$ cat src/rtl/fir_pkg.sv
// Shared definitions for the decimating FIR audio low-pass stage:
// FSM state encoding, default geometry, Q10 coefficient table,
// accumulator width and the saturating narrow helper.
package fir_pkg;

  localparam int FIR_TAPS       = 32;
  localparam int FIR_DECIMATION = 8;
  localparam int FIR_FRAC_BITS  = 10;
  localparam int FIR_DATA_WIDTH = 32;

  // Full-precision products plus headroom for summing every tap.
  localparam int ACC_WIDTH = 2 * FIR_DATA_WIDTH + $clog2(FIR_TAPS);

  typedef enum logic [1:0] {
    S_LOAD  = 2'd0,
    S_MAC   = 2'd1,
    S_WRITE = 2'd2
  } state_e;

  // Low-pass taps in Q10, all distinct and all positive (sum = 2465),
  // so an impulse reveals each tap and a full-scale DC input overflows.
  localparam logic signed [FIR_DATA_WIDTH-1:0] AUDIO_LPF_COEFFS [FIR_TAPS] = '{
    32'sd3,   32'sd7,   32'sd12,  32'sd18,  32'sd26,  32'sd35,  32'sd46,  32'sd58,
    32'sd71,  32'sd85,  32'sd99,  32'sd113, 32'sd126, 32'sd138, 32'sd148, 32'sd155,
    32'sd159, 32'sd156, 32'sd150, 32'sd141, 32'sd129, 32'sd116, 32'sd102, 32'sd88,
    32'sd74,  32'sd60,  32'sd47,  32'sd36,  32'sd27,  32'sd19,  32'sd13,  32'sd8
  };

  // Clamp a wide signed value into the signed sample range.
  function automatic logic signed [FIR_DATA_WIDTH-1:0] sat_to_data(
    input logic signed [ACC_WIDTH-1:0] value
  );
    logic signed [ACC_WIDTH-1:0]      max_v;
    logic signed [ACC_WIDTH-1:0]      min_v;
    logic signed [FIR_DATA_WIDTH-1:0] res;
    max_v = {{(ACC_WIDTH-FIR_DATA_WIDTH+1){1'b0}}, {(FIR_DATA_WIDTH-1){1'b1}}};
    min_v = ~max_v;
    if (value > max_v) begin
      res = {1'b0, {(FIR_DATA_WIDTH-1){1'b1}}};
    end else if (value < min_v) begin
      res = {1'b1, {(FIR_DATA_WIDTH-1){1'b0}}};
    end else begin
      res = value[FIR_DATA_WIDTH-1:0];
    end
    return res;
  endfunction

endpackage

$ cat src/rtl/fir_mac.sv
// Registered multiply-accumulate for fir_decimate.
// clr zeroes the accumulator, en adds sample*coeff. result is the
// next accumulator value shifted right by FRAC_BITS and narrowed to
// DATA_WIDTH, so the caller can register the final sum on the same
// edge that accumulates the last tap.
// Macro FIR_SATURATE_EN: clamp the narrowed result instead of wrapping.
module fir_mac
  import fir_pkg::*;
#(
  parameter int DATA_WIDTH = FIR_DATA_WIDTH,
  parameter int ACC_W      = ACC_WIDTH,
  parameter int FRAC_BITS  = FIR_FRAC_BITS
) (
  input  logic                         clk,
  input  logic                         rst_n,
  input  logic                         clr,
  input  logic                         en,
  input  logic signed [DATA_WIDTH-1:0] sample,
  input  logic signed [DATA_WIDTH-1:0] coeff,
  output logic signed [DATA_WIDTH-1:0] result
);

  logic signed [2*DATA_WIDTH-1:0] sample_ext_s;
  logic signed [2*DATA_WIDTH-1:0] coeff_ext_s;
  logic signed [2*DATA_WIDTH-1:0] prod_s;
  logic signed [ACC_W-1:0]        prod_wide_s;
  logic signed [ACC_W-1:0]        acc_d;
  logic signed [ACC_W-1:0]        acc_q;

  // Full-width signed product, sign-extended to accumulator width.
  always_comb begin
    sample_ext_s = {{DATA_WIDTH{sample[DATA_WIDTH-1]}}, sample};
    coeff_ext_s  = {{DATA_WIDTH{coeff[DATA_WIDTH-1]}}, coeff};
    prod_s       = sample_ext_s * coeff_ext_s;
    prod_wide_s  = {{(ACC_W-2*DATA_WIDTH){prod_s[2*DATA_WIDTH-1]}}, prod_s};
  end

  // Next accumulator value: clear has priority over accumulate.
  always_comb begin
    if (clr) begin
      acc_d = {ACC_W{1'b0}};
    end else if (en) begin
      acc_d = acc_q + prod_wide_s;
    end else begin
      acc_d = acc_q;
    end
  end

`ifdef FIR_SATURATE_EN
  logic signed [ACC_W-1:0] shifted_s;

  // Scale back from Q10 and clamp into the sample range.
  always_comb begin
    shifted_s = acc_d >>> FRAC_BITS;
    result    = sat_to_data(shifted_s);
  end
`else
  // Scale back from Q10 keeping the low sample bits (two's-complement wrap).
  always_comb begin
    result = acc_d[FRAC_BITS+DATA_WIDTH-1:FRAC_BITS];
  end
`endif

  // Accumulator register.
  always_ff @(posedge clk or negedge rst_n) begin
    if (!rst_n) begin
      acc_q <= {ACC_W{1'b0}};
    end else begin
      acc_q <= acc_d;
    end
  end

endmodule

$ cat src/rtl/fir_decimate.sv
// Decimating FIR stage: pops DECIMATION samples from an FWFT FIFO into
// a TAPS-deep shift register, runs one MAC per tap, then pushes one
// filtered sample downstream. Input is only read while loading, so the
// upstream FIFO simply backs up during MAC and write.
// Macro FIR_SATURATE_EN: saturate the output instead of wrapping.
module fir_decimate
  import fir_pkg::*;
#(
  parameter int TAPS       = FIR_TAPS,
  parameter int DECIMATION = FIR_DECIMATION,
  parameter int FRAC_BITS  = FIR_FRAC_BITS,
  parameter int DATA_WIDTH = FIR_DATA_WIDTH
) (
  input  logic                         clk,
  input  logic                         rst_n,
  output logic                         in_rd_en,
  input  logic                         in_empty,
  input  logic signed [DATA_WIDTH-1:0] in_dout,
  output logic                         out_wr_en,
  input  logic                         out_full,
  output logic signed [DATA_WIDTH-1:0] out_din
);

  localparam int TCW   = (TAPS > 1) ? $clog2(TAPS) : 1;
  localparam int LCW   = $clog2(DECIMATION + 1);
  localparam int ACC_W = 2 * DATA_WIDTH + $clog2(TAPS);

  localparam logic [TCW-1:0] LAST_TAP  = TCW'(TAPS - 1);
  localparam logic [LCW-1:0] LAST_LOAD = LCW'(DECIMATION - 1);
  localparam logic [TCW-1:0] TAP_ONE   = {{(TCW-1){1'b0}}, 1'b1};
  localparam logic [LCW-1:0] LOAD_ONE  = {{(LCW-1){1'b0}}, 1'b1};

  state_e                       state_d, state_q;
  logic [LCW-1:0]               load_cnt_d, load_cnt_q;
  logic [TCW-1:0]               tap_cnt_d, tap_cnt_q;
  logic signed [DATA_WIDTH-1:0] x_d [TAPS];
  logic signed [DATA_WIDTH-1:0] x_q [TAPS];
  logic signed [DATA_WIDTH-1:0] out_din_d, out_din_q;

  logic                         pop_s;
  logic                         push_s;
  logic                         mac_clr_s;
  logic                         mac_en_s;
  logic signed [DATA_WIDTH-1:0] mac_result_s;

  // FIFO handshakes: only pop while loading, only push while writing;
  // both held low during reset.
  always_comb begin
    pop_s  = rst_n & (state_q == S_LOAD)  & ~in_empty;
    push_s = rst_n & (state_q == S_WRITE) & ~out_full;
  end

  assign in_rd_en  = pop_s;
  assign out_wr_en = push_s;
  assign out_din   = out_din_q;

  // FSM, counters and shift register next-state logic.
  always_comb begin
    state_d    = state_q;
    load_cnt_d = load_cnt_q;
    tap_cnt_d  = tap_cnt_q;
    out_din_d  = out_din_q;
    x_d        = x_q;
    mac_clr_s  = 1'b0;
    mac_en_s   = 1'b0;
    case (state_q)
      S_LOAD: begin
        if (pop_s) begin
          x_d[0] = in_dout;
          for (int i = 1; i < TAPS; i++) begin
            x_d[i] = x_q[i-1];
          end
          if (load_cnt_q == LAST_LOAD) begin
            load_cnt_d = {LCW{1'b0}};
            tap_cnt_d  = {TCW{1'b0}};
            mac_clr_s  = 1'b1;
            state_d    = S_MAC;
          end else begin
            load_cnt_d = load_cnt_q + LOAD_ONE;
          end
        end else begin
          load_cnt_d = load_cnt_q;
        end
      end
      S_MAC: begin
        mac_en_s = 1'b1;
        if (tap_cnt_q == LAST_TAP) begin
          // mac_result_s already includes this final tap.
          out_din_d = mac_result_s;
          tap_cnt_d = {TCW{1'b0}};
          state_d   = S_WRITE;
        end else begin
          tap_cnt_d = tap_cnt_q + TAP_ONE;
        end
      end
      S_WRITE: begin
        if (push_s) begin
          load_cnt_d = {LCW{1'b0}};
          state_d    = S_LOAD;
        end else begin
          state_d = S_WRITE;
        end
      end
      default: begin
        state_d = S_LOAD;
      end
    endcase
  end

  fir_mac #(
    .DATA_WIDTH (DATA_WIDTH),
    .ACC_W      (ACC_W),
    .FRAC_BITS  (FRAC_BITS)
  ) u_mac (
    .clk    (clk),
    .rst_n  (rst_n),
    .clr    (mac_clr_s),
    .en     (mac_en_s),
    .sample (x_q[tap_cnt_q]),
    .coeff  (AUDIO_LPF_COEFFS[tap_cnt_q]),
    .result (mac_result_s)
  );

  // State, counters, shift register and output sample registers.
  always_ff @(posedge clk or negedge rst_n) begin
    if (!rst_n) begin
      state_q    <= S_LOAD;
      load_cnt_q <= {LCW{1'b0}};
      tap_cnt_q  <= {TCW{1'b0}};
      out_din_q  <= {DATA_WIDTH{1'b0}};
      for (int i = 0; i < TAPS; i++) begin
        x_q[i] <= {DATA_WIDTH{1'b0}};
      end
    end else begin
      state_q    <= state_d;
      load_cnt_q <= load_cnt_d;
      tap_cnt_q  <= tap_cnt_d;
      out_din_q  <= out_din_d;
      x_q        <= x_d;
    end
  end

endmodule

$ cat config.mk
export PLATFORM = sky130hd
export DESIGN_NAME = fir_decimate
export DESIGN_NICKNAME = d
export VERILOG_FILES = /design/src/rtl/fir_pkg.sv /design/src/rtl/fir_mac.sv /design/src/rtl/fir_decimate.sv
export SDC_FILE = /design/constraint.sdc
export NUM_CORES = 2
export LEC_CHECK = 0
export BUFFER_PORTS_ARGS = -buffer_cell sky130_fd_sc_hd__buf_2
export CORE_MARGIN = 1
export CORE_UTILIZATION = 55
export CTS_BUF_LIST = sky130_fd_sc_hd__clkbuf_4 sky130_fd_sc_hd__clkbuf_8 sky130_fd_sc_hd__clkbuf_16
export DETAILED_ROUTE_END_ITERATION = 10
export PLACE_DENSITY = 0.71
export SYNTH_ARGS = -nofsm -noshare
export SYNTH_HDL_FRONTEND = slang
export SYNTH_SLANG_ARGS = --single-unit
$ cat constraint.sdc
create_clock -name clk -period 10.7 [get_ports clk]
set_input_delay 1.07 -clock clk [delete_from_list [all_inputs] [get_ports clk]]
set_output_delay 1.07 -clock clk [all_outputs]
set_load 0.01 [all_outputs]
==> out/results.tsv <==
stage	metric	value	unit
setup_path	CP Data Arrival Time	9790	ps
clock_network	post-CTS setup repair buffer count	0	
outcome	status	completed	
routing	Metal-1 WL	60.7	mm
timing	Setup Viol. Count Final	0	
timing	crit share post-route	86.3	%
clock_network	CTS Buf Count	114	
setup_path	largest stage delay on the critical path	1080	ps
global_routing	first-pass GRT wire length	225	mm
yosys	Yosys reg bits	1109	
layout	Final #Nets	6741	
timing	Slew Limit Fails	0	
yosys	Synth warnings	0	
yosys	Post-synth EDFFs	0	
yosys	largest cells by area after synthesis	dfrtp_1 (45%), nand2_1 (19%), mux4_2 (12%), fa_1 (8.0%), ha_1 (4.1%)	
die	num rows	122	
setup_path	CP startpoint kind	flop	
routing	metal2 WL	63.6	mm
routing	WL/cell	17.2	um
layout	final core occ	60.2	%
routing	final wirelength	135	mm
clock_network	H-tree level count	3	
clock_network	CTS tree	done	
setup_path	critical path type	flop to flop	
placement	port bufs	69	
timing	worst hold margin	312	ps
setup_path	delay-heaviest family, CP	adder cells	
clock_network	root buffer cell	clkbuf_16	
die	Die Area	113000	sq um
setup_path	most used cell, CP	fa_1	
die	Core ar.	111000	sq um
timing	Max Fclk	108	MHz
yosys	Synth cell types	72	
routing	DR top layer	met5	
die	Starting Density	55.5	%
routing	DR vias	43000	
routing	DR vias/cell	5.48	
clock_network	hold-fix buffers at CTS	0	
timing	Fin. Hold Viols	0	
die	Ports	70	
flow_run	Max-cap violations	0	
yosys	Post-Syn Area per Cell	9.61	sq um
layout	Area Growth Syn to Fin	8.60	%
global_routing	All-Layer GR Usage	24.6	%
yosys	Syn Inst Count	6378	
layout	share of layout cells above drive strength 1	11.5	%
routing	drt pass-1 iters	9	
setup_path	data required time at the worst endpoint	11260	ps
placement	global placer's final weighted congestion	0.879	
yosys	most common cell in the netlist	nand2_1	
routing	drt initial violations	3687	
clock_network	Clock Tree Buf Depth	3	
yosys	Synth top cells by count	nand2_1 (3,170), dfrtp_1 (1,109), mux4_2 (321)	
timing	RSZ-0062 raised after global routing	false	
setup_path	Critical-path top delay cell	dfrtp_4	
yosys	top cell type by total area after synthesis	dfrtp_1	
die	chip height	336	um
setup_path	WP buf/inv	6	
yosys	Post-synth ARST share	100	%
clock_network	Clock Sinks	1109	
die	Die X	336	um
routing	metal3 WL	7.49	mm
hold_path	HP Class	input port to asynchronous set/reset pin	
timing	Clock Skew	36.9	ps
global_routing	initial antenna violation count	10	
timing	sum of negative setup slack	0	ps
timing	measured slew at the worst slew-check pin	1380	ps
timing	Slew headroom	8.06	%
setup_path	Crit. End Element	flop	
placement	detailed placement HPWL	85.7	mm
setup_path	Worst Path Max Fanout	50	
yosys	post-synth top area share	45.3	%
timing	crit path time final	9240	ps
global_routing	grt ovf	0	
routing	# DRC	0	
yosys	sequential share of the synthesized area	45.3	%
yosys	Mapped Nets	6861	
clock_network	worst-skew pair later-pin latency	720	ps
yosys	Synth Flop Type	dfrtp_1	
routing	Routed Antenna Nets	0	
yosys	synthesized area	61300	sq um
global_routing	vias in the first global route	43200	
clock_network	Resized cells post-CTS	0	
global_routing	largest net degree at the start of global routing	226	
clock_network	clock-pin transition on the worst setup and hold timing paths	70	ps
layout	Fillers	9052	
==> area by class of cell <==
class                      instances  area [sq um]  area share [%]
sequential                      1109         27800            41.7
clock inverter                    37           464           0.697
timing repair buffer             125           913            1.37
clock buffer                     165          3400            5.10
antenna                            2          5.00         0.00752
tap                             1488          1860            2.80
multi-input combinational       4608         31000            46.6
inverter                         300          1140            1.71
==> registers in the layout (all words and copies together) (netlist names) <==
| signal | count |
|---|---|
| load_cnt_q | 4 |
| tap_cnt_q | 5 |
| out_din | 32 |
| x_q | 1024 |
| state_q | 2 |
| u_mac.acc_q | 42 |
==> logic make-up after synthesis <==
logic type / after synthesis / share of synthesized area (%)
adders and majority gates: 447 / 12.1
muxes: 366 / 13.1
xor gates and xnor gates: 42 / 0.600
DFF: 1109 / 45.3
buffers and inverters: 661 / 4.18
and+or+nand+nor: 3526 / 22.3
AOI/OAI and AO/OA: 227 / 2.42
==> worst paths after layout <==
check | start | endpoint | slack, ps | depth (start not counted)
min in group clk | x_q[271] | x_q[239] | 470 | 2
max in group asynchronous | rst_n | x_q[666] | 7460 | 4
min | rst_n | x_q[171] | 310 | 1
max reg2reg | tap_cnt_q[1] | u_mac.acc_q[39] | 1460 | 29
max | tap_cnt_q[1] | u_mac.acc_q[39] | 1460 | 29
min reg2reg | x_q[271] | x_q[239] | 470 | 2
==> placed cells by master (no fill, tap or decap), types with 26 or more instances in the layout <==
cell and instances:
nand2_1 3169, dfrtp_1 1105, mux4_2 321, inv_1 295, fa_1 246, ha_1 201, nor2_1 179, clkbuf_16 115
buf_2 68, or2_1 62, a21oi_1 60, o21ai_0 54, buf_4 45, nand2b_1 42, clkbuf_4 27, mux2i_4 26
==> per-layer routing <==
layer,GRT usage (%),vias to the layer above
met1,35.6,21700
met4,6.62,4
met3,3.82,214
met5,0,-
met2,39.0,985
li1,-,20100
==> per-stage QoR <==
step	worst slack [ps]	area [sq um]	instances
2_1_floorplan	2880	61300	6378
3_3_place_gp	1730	62700	7630
3_5_place_dp	1510	62700	7630
4_1_cts	1410	66600	7832
5_1_grt	1020	66600	7832
6_report	1460	66600	7834
Power is not shown: default switching activity piles up to over one toggle a cycle in this logic, so the estimate is an artifact.
